## src/rtl/sdram_init.sv

```systemverilog
`default_nettype none
// ============================================================================
// Module   : sdram_init
// Purpose  : SDR SDRAM power-up initialisation sequencer. Holds NOP for the
//            power-up interval, then issues PrechargeAll, REFRESH_COUNT
//            AutoRefresh commands and a ModeRegisterSet, then raises
//            initDone (sticky until reset). All outputs are registered.
// Options  : define SDRAM_INIT_DEBUG_EN to add the initState port and a
//            $display trace of every issued command.
// Revision : 1.0 - initial release
// ============================================================================
module sdram_init #(
  parameter int          POWERUP_CYCLES = 10000,
  parameter int          TRP_CYCLES     = 2,
  parameter int          TRFC_CYCLES    = 7,
  parameter int          TMRD_CYCLES    = 2,
  parameter int          REFRESH_COUNT  = 2,
  parameter logic [12:0] MODE_VALUE     = 13'h0037
) (
  input  logic        clock,
  input  logic        reset,
  output logic [6:0]  command,
  output logic [12:0] addr,
  output logic [1:0]  bank,
`ifdef SDRAM_INIT_DEBUG_EN
  output logic [2:0]  initState,
`endif
  output logic        initDone
);

  // Command encodings {CKE,CS_N,RAS_N,CAS_N,WE_N,LDQM,UDQM}
  localparam logic [6:0] CMD_NOP  = 7'b1100000;
  localparam logic [6:0] CMD_PREA = 7'b1001000;
  localparam logic [6:0] CMD_AREF = 7'b1000100;
  localparam logic [6:0] CMD_MRS  = 7'b1000000;

  // Counter must hold the largest interval it is compared against
  localparam int MAX_A = (POWERUP_CYCLES > TRP_CYCLES) ? POWERUP_CYCLES : TRP_CYCLES;
  localparam int MAX_B = (TRFC_CYCLES > TMRD_CYCLES) ? TRFC_CYCLES : TMRD_CYCLES;
  localparam int MAX_T = (MAX_A > MAX_B) ? MAX_A : MAX_B;
  localparam int CW    = (MAX_T < 1) ? 1 : $clog2(MAX_T + 1);
  localparam int RW    = (REFRESH_COUNT < 1) ? 1 : $clog2(REFRESH_COUNT + 1);

  localparam logic [CW-1:0] P_CNT = CW'(POWERUP_CYCLES);
  localparam logic [CW-1:0] R_CNT = CW'(TRP_CYCLES);
  localparam logic [CW-1:0] F_CNT = CW'(TRFC_CYCLES);
  localparam logic [CW-1:0] M_CNT = CW'(TMRD_CYCLES);
  localparam logic [RW-1:0] N_CNT = RW'(REFRESH_COUNT);
  localparam logic [CW-1:0] ONE   = CW'(1);

  typedef enum logic [2:0] {
    POWERUP   = 3'd0,
    PRECHARGE = 3'd1,
    WAIT_TRP  = 3'd2,
    REFRESH   = 3'd3,
    WAIT_TRFC = 3'd4,
    MODE      = 3'd5,
    WAIT_TMRD = 3'd6,
    DONE      = 3'd7
  } state_t;

  state_t        state_q, state_d;
  logic [CW-1:0] cnt_q, cnt_d;
  logic [RW-1:0] ref_q, ref_d;
  logic [6:0]    command_q, command_d;
  logic [12:0]   addr_q, addr_d;
  logic [1:0]    bank_q, bank_d;
  logic          done_q, done_d;

  // State, counters and registered bus outputs
  always_ff @(posedge clock) begin
    if (reset) begin
      state_q   <= POWERUP;
      cnt_q     <= '0;
      ref_q     <= '0;
      command_q <= CMD_NOP;
      addr_q    <= '0;
      bank_q    <= '0;
      done_q    <= 1'b0;
    end else begin
      state_q   <= state_d;
      cnt_q     <= cnt_d;
      ref_q     <= ref_d;
      command_q <= command_d;
      addr_q    <= addr_d;
      bank_q    <= bank_d;
      done_q    <= done_d;
    end
  end

  // Next state and next outputs. cnt_q counts cycles since the last command
  // (1 in the command cycle itself), so a command state with a 1-cycle
  // timing jumps straight to the next command and skips its wait state.
  // Outputs are decoded from the next state so they line up with it.
  always_comb begin
    state_d   = state_q;
    cnt_d     = cnt_q + ONE;
    ref_d     = ref_q;
    command_d = CMD_NOP;
    addr_d    = '0;
    bank_d    = '0;
    done_d    = 1'b0;

    case (state_q)
      POWERUP: begin
        if (cnt_q == P_CNT) begin
          state_d = PRECHARGE;
          cnt_d   = ONE;
        end
      end
      PRECHARGE, WAIT_TRP: begin
        if (cnt_q == R_CNT) begin
          state_d = REFRESH;
          cnt_d   = ONE;
          ref_d   = ref_q + RW'(1);
        end else begin
          state_d = WAIT_TRP;
        end
      end
      REFRESH, WAIT_TRFC: begin
        if (cnt_q == F_CNT) begin
          cnt_d = ONE;
          if (ref_q < N_CNT) begin
            state_d = REFRESH;
            ref_d   = ref_q + RW'(1);
          end else begin
            state_d = MODE;
          end
        end else begin
          state_d = WAIT_TRFC;
        end
      end
      MODE, WAIT_TMRD: begin
        if (cnt_q == M_CNT) begin
          state_d = DONE;
          cnt_d   = '0;
        end else begin
          state_d = WAIT_TMRD;
        end
      end
      default: begin
        state_d = DONE;
        cnt_d   = '0;
      end
    endcase

    case (state_d)
      PRECHARGE: begin
        command_d = CMD_PREA;
        addr_d    = 13'h0400;
      end
      REFRESH:   command_d = CMD_AREF;
      MODE: begin
        command_d = CMD_MRS;
        addr_d    = MODE_VALUE;
      end
      DONE:      done_d = 1'b1;
      default:   command_d = CMD_NOP;
    endcase
  end

  assign command  = command_q;
  assign addr     = addr_q;
  assign bank     = bank_q;
  assign initDone = done_q;

`ifdef SDRAM_INIT_DEBUG_EN
  assign initState = state_q;

  // Trace each command as it is registered onto the bus
  always_ff @(posedge clock) begin
    if (!reset) begin
      case (state_d)
        PRECHARGE: $display("At time %t: Command => PrechargeAll", $time);
        REFRESH:   $display("At time %t: Command => AutoRefresh", $time);
        MODE:      $display("At time %t: Command => ModeRegisterSet", $time);
        default:   ;
      endcase
    end
  end
`endif

endmodule
`default_nettype wire

```

## config.mk

```make
export PLATFORM = sky130hd
export DESIGN_NAME = sdram_init
export DESIGN_NICKNAME = d
export VERILOG_FILES = /design/src/rtl/sdram_init.sv
export SDC_FILE = /design/constraint.sdc
export NUM_CORES = 1
export LEC_CHECK = 0
export BUFFER_PORTS_ARGS = -buffer_cell sky130_fd_sc_hd__buf_2
export CAP_MARGIN = 20
export CORE_MARGIN = 2
export CORE_UTILIZATION = 48
export CTS_CLUSTER_DIAMETER = 30
export DETAILED_ROUTE_END_ITERATION = 8
export PLACE_DENSITY = 0.82
export SLEW_MARGIN = 20
export SYNTH_ARGS = -nofsm -noshare
export SYNTH_HDL_FRONTEND = slang
export SYNTH_SLANG_ARGS = --single-unit
```

## constraint.sdc

```tcl
create_clock -name clock -period 2.2 [get_ports clock]
set_input_delay 0.44 -clock clock [delete_from_list [all_inputs] [get_ports clock]]
set_output_delay 0.44 -clock clock [all_outputs]
set_load 0.01 [all_outputs]
```

# After elaboration in Yosys (flattened, before gate mapping)
# Cells that the tools add are included.
[word_totals] rom_bits=0 wordCells=49 regBits=40 inputBits=2 mem_bits_rw=0 latch_bits=0 out_inout_bits=23 mem_count=0
[op_classes] bitwise_logic=0 n_reduce_logical=6 div_mod_pow=0 order_cmp=1 n_mul=0 eq_ne=16 addsub=2 mux=18 n_shift=0
[op_table] cell="$mux 14" count=4
[op_table] cell="$pmux 14 s4" count=1
[op_table] cell="$pmux 11 s2" count=1
[op_table] cell="$pmux 6 s3" count=1
[op_table] cell="$eq 3x3->1 const B" count=5
[op_table] cell="$add 14x1->14 const B" count=1
[op_table] cell="$eq 14x14->1 const B" count=1
[op_table] cell="$eq 14x2->1 const B" count=1
[op_table] cell="$eq 14x3->1 const B" count=1
[op_table] cell="$pmux 3 s4" count=1
[op_table] cell="$eq 3x2->1 const B" count=3
[op_table] cell="$mux 3" count=3
[op_table] cell="$eq 3x1->1 const B" count=2
[op_table] cell="$mux 2" count=3
[op_table] cell="$ne 2x2->1 const B" count=3
[op_table] cell="$reduce_or 2->1" count=3
[op_table] cell="$pmux 2 s2" count=1
[op_table] cell="$reduce_and 4->1" count=1
[op_table] cell="$logic_not 3->1" count=1
[op_table] cell="$mux 1" count=3
[op_table] cell="$add 2x1->2 const B" count=1
[op_table] cell="$lt 2x2->1 const B" count=1
[op_table] cell="$reduce_bool 2->1" count=1

# Depth between registers and ports, before layout
[depth] depth_word=6 depth_mapped=6 ltp_nobuf=6

# Worst setup path after synthesis
# Ideal clock, no wire load.
[synth_timing] path_kind="register to register" start="register cnt_q[3]" end="register addr_q[5], in the netlist addr[5]" path_stages_with_launch=6 t_required_ns=2.097 t_arrival_ns=2.008 slack_ns=0.089 synth_period_minus_slack_ns=2.111 n_path_buf=0 setup_time_ns=0.103 path_cell_list="dfxtp_1 or4_4 or4b_4 a21o_1 o31a_4 a2111oi_2"
[synth_via] elab_chain_cells=5 word_cells_on_any_way=11 cone_classes="eq/ne: 5; mux: 6"
[synth_rtl] element="start: declaration" line_no="63" text="logic [CW-1:0] cnt_q, cnt_d;"
[synth_rtl] element="start signal: assignment" line_no="82" text="cnt_q <= cnt_d;"
[synth_rtl] element="$eq 14x2->1 (tied with other cells)" line_no="112, 134"
[synth_rtl] element="$mux 1 (tied with other cells)" line_no="112, 134"
[synth_rtl] element="$pmux 3 s4 *" line_no="104" text="case (state_q)"
[synth_rtl] element="$eq 3x3->1 or $eq 3x1->1 (tied branches)" line_no="147" text="case (state_d)"
[synth_rtl] element="$pmux 11 s2 *" line_no="147"
[synth_rtl] element="end signal: assignment" line_no="85" text="addr_q <= addr_d;"
[synth_rtl] element="end: declaration" line_no="66" text="logic [12:0] addr_q, addr_d;"
# Every way passes the cells marked *; elsewhere a longest branch is shown, timed or not.
# A chain may end at the register's enable or synchronous reset.

# Worst setup path in the final report
# Same ends and word-level chain as after synthesis.

==> summary by stage <==
Synth
The cell taking the most area after synthesis is dfxtp_1. For this run, the register share of the synthesized area comes to 0.378. The number of synthesis warnings is 0.

The area share of the largest cell type after synthesis is 0.378. The synthesized netlist occupies a cell area of 1270 µm². The average cell area after synthesis is 8.52 µm². For this run, asynchronously set or reset flops after synthesis account for 0. The synthesized design contains 24 register bits. Counting every instance in the synthesized netlist gives 149.

The count of flip-flops with a built-in enable after synthesis is 0. Ranked by total cell area, the synthesized netlist is headed by dfxtp_1, buf_4, nor2_1, xor2_1, xnor2_1. After synthesis, the netlist uses 35 different library cells. For this run, the leading register cell type out of synthesis is dfxtp_1.

Route
In this run the remaining antenna-violating nets after routing total 0. Using the TritonRoute via totals, the vias-per-cell ratio works out to 5.48. The detailed router finished its first iteration with 27 violations. The total routed wirelength is 2630 µm.

The routed via count is 1047. After detailed routing, the number of remaining DRC violations is 0. The first detailed-routing pass took 4 iterations. After detailed routing, the average wire length per cell comes to 13.8 µm.

Final layout
The fill cell instance count of the final layout is 229. Once layout is done, the placed cells without fillers occupy 1400 µm². The area growth from synthesis to layout is 10.5%. After the flow finishes, the layout carries non-filler instances totaling 191. The antenna diode count is 0. The net count of the finished layout is 167. The final standard cell utilization of the core is 0.562. The share of final-layout standard cells stronger than drive strength 1 is 0.211.

Clocking
The number of hold buffers added after CTS was 0. The clock buffer count from CTS is 3. TritonCTS built the clock tree. In this run the number of H-tree levels came out at 1. The clock sink total is 24. The clock transition at the registers of the reported paths is 0.13 ns. The clock tree root driver cell is clkbuf_4. The number of buffers on the longest clock path is 2. Clock latency on the worst-skew pair, taken at its later pin, is 0.31 ns.

STA
The number of hold violations in the final report is 0. Based on the critical path, the design can be clocked at up to 458 MHz. On the final layout, the worst clock skew is 0.00352 ns. The setup TNS is 0 ns. In the finished design, the share of the clock period the worst path needs comes to 0.992.

The minimum clock period is 2.18 ns. Setup violations remaining at the end of the flow were counted as 0. Setup repair after global routing could not meet its margin everywhere. The number of slew-limit violations in the final report was 0.

GRT
The via count of the first global-routing pass is 1031. The pin count of the biggest net entering global routing is 15. The first global-routing pass estimated 4230 µm of wire. Global routing finished with a remaining overflow of 0. In the global route stage, overall resource usage came out at 0.167. The initial antenna violation count is 0.

Floorplan
The number of placed I/O pins is 25. The area of the core region is 2500 µm². The initial utilization of the core area, before any placement, comes to 0.508.

The vertical die dimension is 55.4 µm. The floorplan has 18 rows. The total die area is 3070 µm². The horizontal extent of the die is 55.4 µm.

Placed design
The total half-perimeter wirelength after legalization and detailed placement is 1970 µm. Routability-driven placement finished with a final weighted congestion of 0.888. After detailed placement, the design holds a cell count of 184. The placed instances occupy a cell area of 1300 µm². The quantity of I/O buffers inserted on ports is 11.

Min path
The worst hold path belongs to the class in2reg.

Power
The analysis attributes to cell leakage a power of 0.629 nW. Summing internal, switching and leakage power gives 803 µW. The largest voltage drop on the vdd net is 0.579 mV.

Power spread over the standard cell area amounts to 572 nW/µm².

Worst setup path
Along the worst path, the maximum fanout reaches 6. At the worst endpoint, the required time is 2.41 ns. The nature of the critical path endpoint is a register. STA classifies the critical path startpoint as a register.

The arrival time of the worst setup path is 2.40 ns. The critical path in this run is classified as reg2reg.

Status
The flow ran to the end, and the final reports show no timing, DRC or antenna violations.

Run
The number of maximum-capacitance constraint violations is 0.
layer usage:
layer  up-vias  part of all wire  global-route usage
met2        43              0.52               0.311
met3         8             0.052              0.0492
met5         -                 0                   0
li1        504                 -                   -
met4         0             0.025              0.0488
met1       492              0.40               0.179
layout make-up:
| type | count | area [µm²] | area share |
|---|---|---|---|
| flip-flops and latches | 24 | 485 | 0.346 |
| clock inverters | 1 | 30.0 | 0.0214 |
| repair buffers | 19 | 128 | 0.0909 |
| multi-input cells | 110 | 686 | 0.488 |
| well taps | 30 | 37.5 | 0.0267 |
| inverters | 4 | 15.0 | 0.0107 |
| clock buffers | 3 | 22.5 | 0.0160 |
placed cells by master, fill, tap and decap left out, types with 2 or more instances in the layout:
master / Yosys / layout
a211o_1: 3 / 3
a21oi_1: 4 / 4
and3_1: 5 / 5
buf_2: 0 / 11
buf_4: 18 / 7
clkbuf_4: 0 / 3
conb_1: 2 / 13
dfxtp_1: 24 / 22
ha_1: 3 / 3
inv_1: 4 / 4
nand2_1: 9 / 8
nand3_1: 6 / 6
nand3b_1: 2 / 2
nand4_1: 4 / 4
nor2_1: 20 / 20
nor3_1: 8 / 7
nor4_1: 3 / 3
or2_2: 2 / 2
xnor2_1: 5 / 5
xor2_1: 8 / 8
state kept, by name, indices dropped and copies added, names as in the netlist:
signal	cells
ref_q	2
state_q	3
initDone	1
cnt_q	14
command	3
addr	1
through the flow:
stage,hold slack [ns],setup slack [ns]
2_1_floorplan,0.471,0.0887
3_3_place_gp,0.505,0.0770
3_5_place_dp,0.533,-0.00872
4_1_cts,0.432,0.0221
5_1_grt,0.473,-0.0572
6_report,0.470,0.0177
where the power goes:
group	internal, mW	switching, mW	leakage [nW]
clock network	0.184	0.128	0.0279
registers	0.438	0.00827	0.195
logic	0.0154	0.0283	0.406
total	0.638	0.165	0.629
worst max-delay path, stage by stage (launching register included):
cell and delay (ns):
dfxtp_2 0.34, or4_4 0.53, or4b_4 0.55, a21o_1 0.23, o31a_4 0.15, a2111oi_4 0.30
timing repair:
item                       CTS  global route
setup endpoints to repair    1             6
setup buffers                1             2
pin swaps                    1             4
gates resized for setup      1             5
synth_stat cells (all sizes together) (4+ instances only):
| cell type | n |
|---|---|
| nand3 | 6 |
| xor2 | 8 |
| nand2 | 9 |
| nor3 | 8 |
| and3 | 5 |
| xnor2 | 5 |
| inv | 4 |
| nand4 | 4 |
| nor2 | 20 |
| dfxtp | 24 |
| a21oi | 4 |
| buf | 19 |
path summary, 6_finish.rpt:
kind / startpoint / slack [ns] / to / depth (start not counted)
min: reset / 0.47 / addr[5] / 2
min reg2reg: cnt_q[13] / 0.57 / cnt_q[13] / 2
max: cnt_q[3] / 0.02 / addr[5] / 5
max reg2reg: cnt_q[3] / 0.02 / addr[5] / 5
cell families (layout without fill, tap and decap cells):
family / Yosys count / after routing / share of synthesized area
AND/OR/NAND/NOR: 64 / 64 / 0.260
other: 2 / 13 / 0.00591
XOR/XNOR: 13 / 13 / 0.0897
buffers and inverters: 26 / 27 / 0.130
adder cells (fa/ha/maj): 3 / 3 / 0.0296
flip-flops: 24 / 24 / 0.378
AO/OA/AOI/OAI: 17 / 17 / 0.106
(Power assumes the default switching activity.)
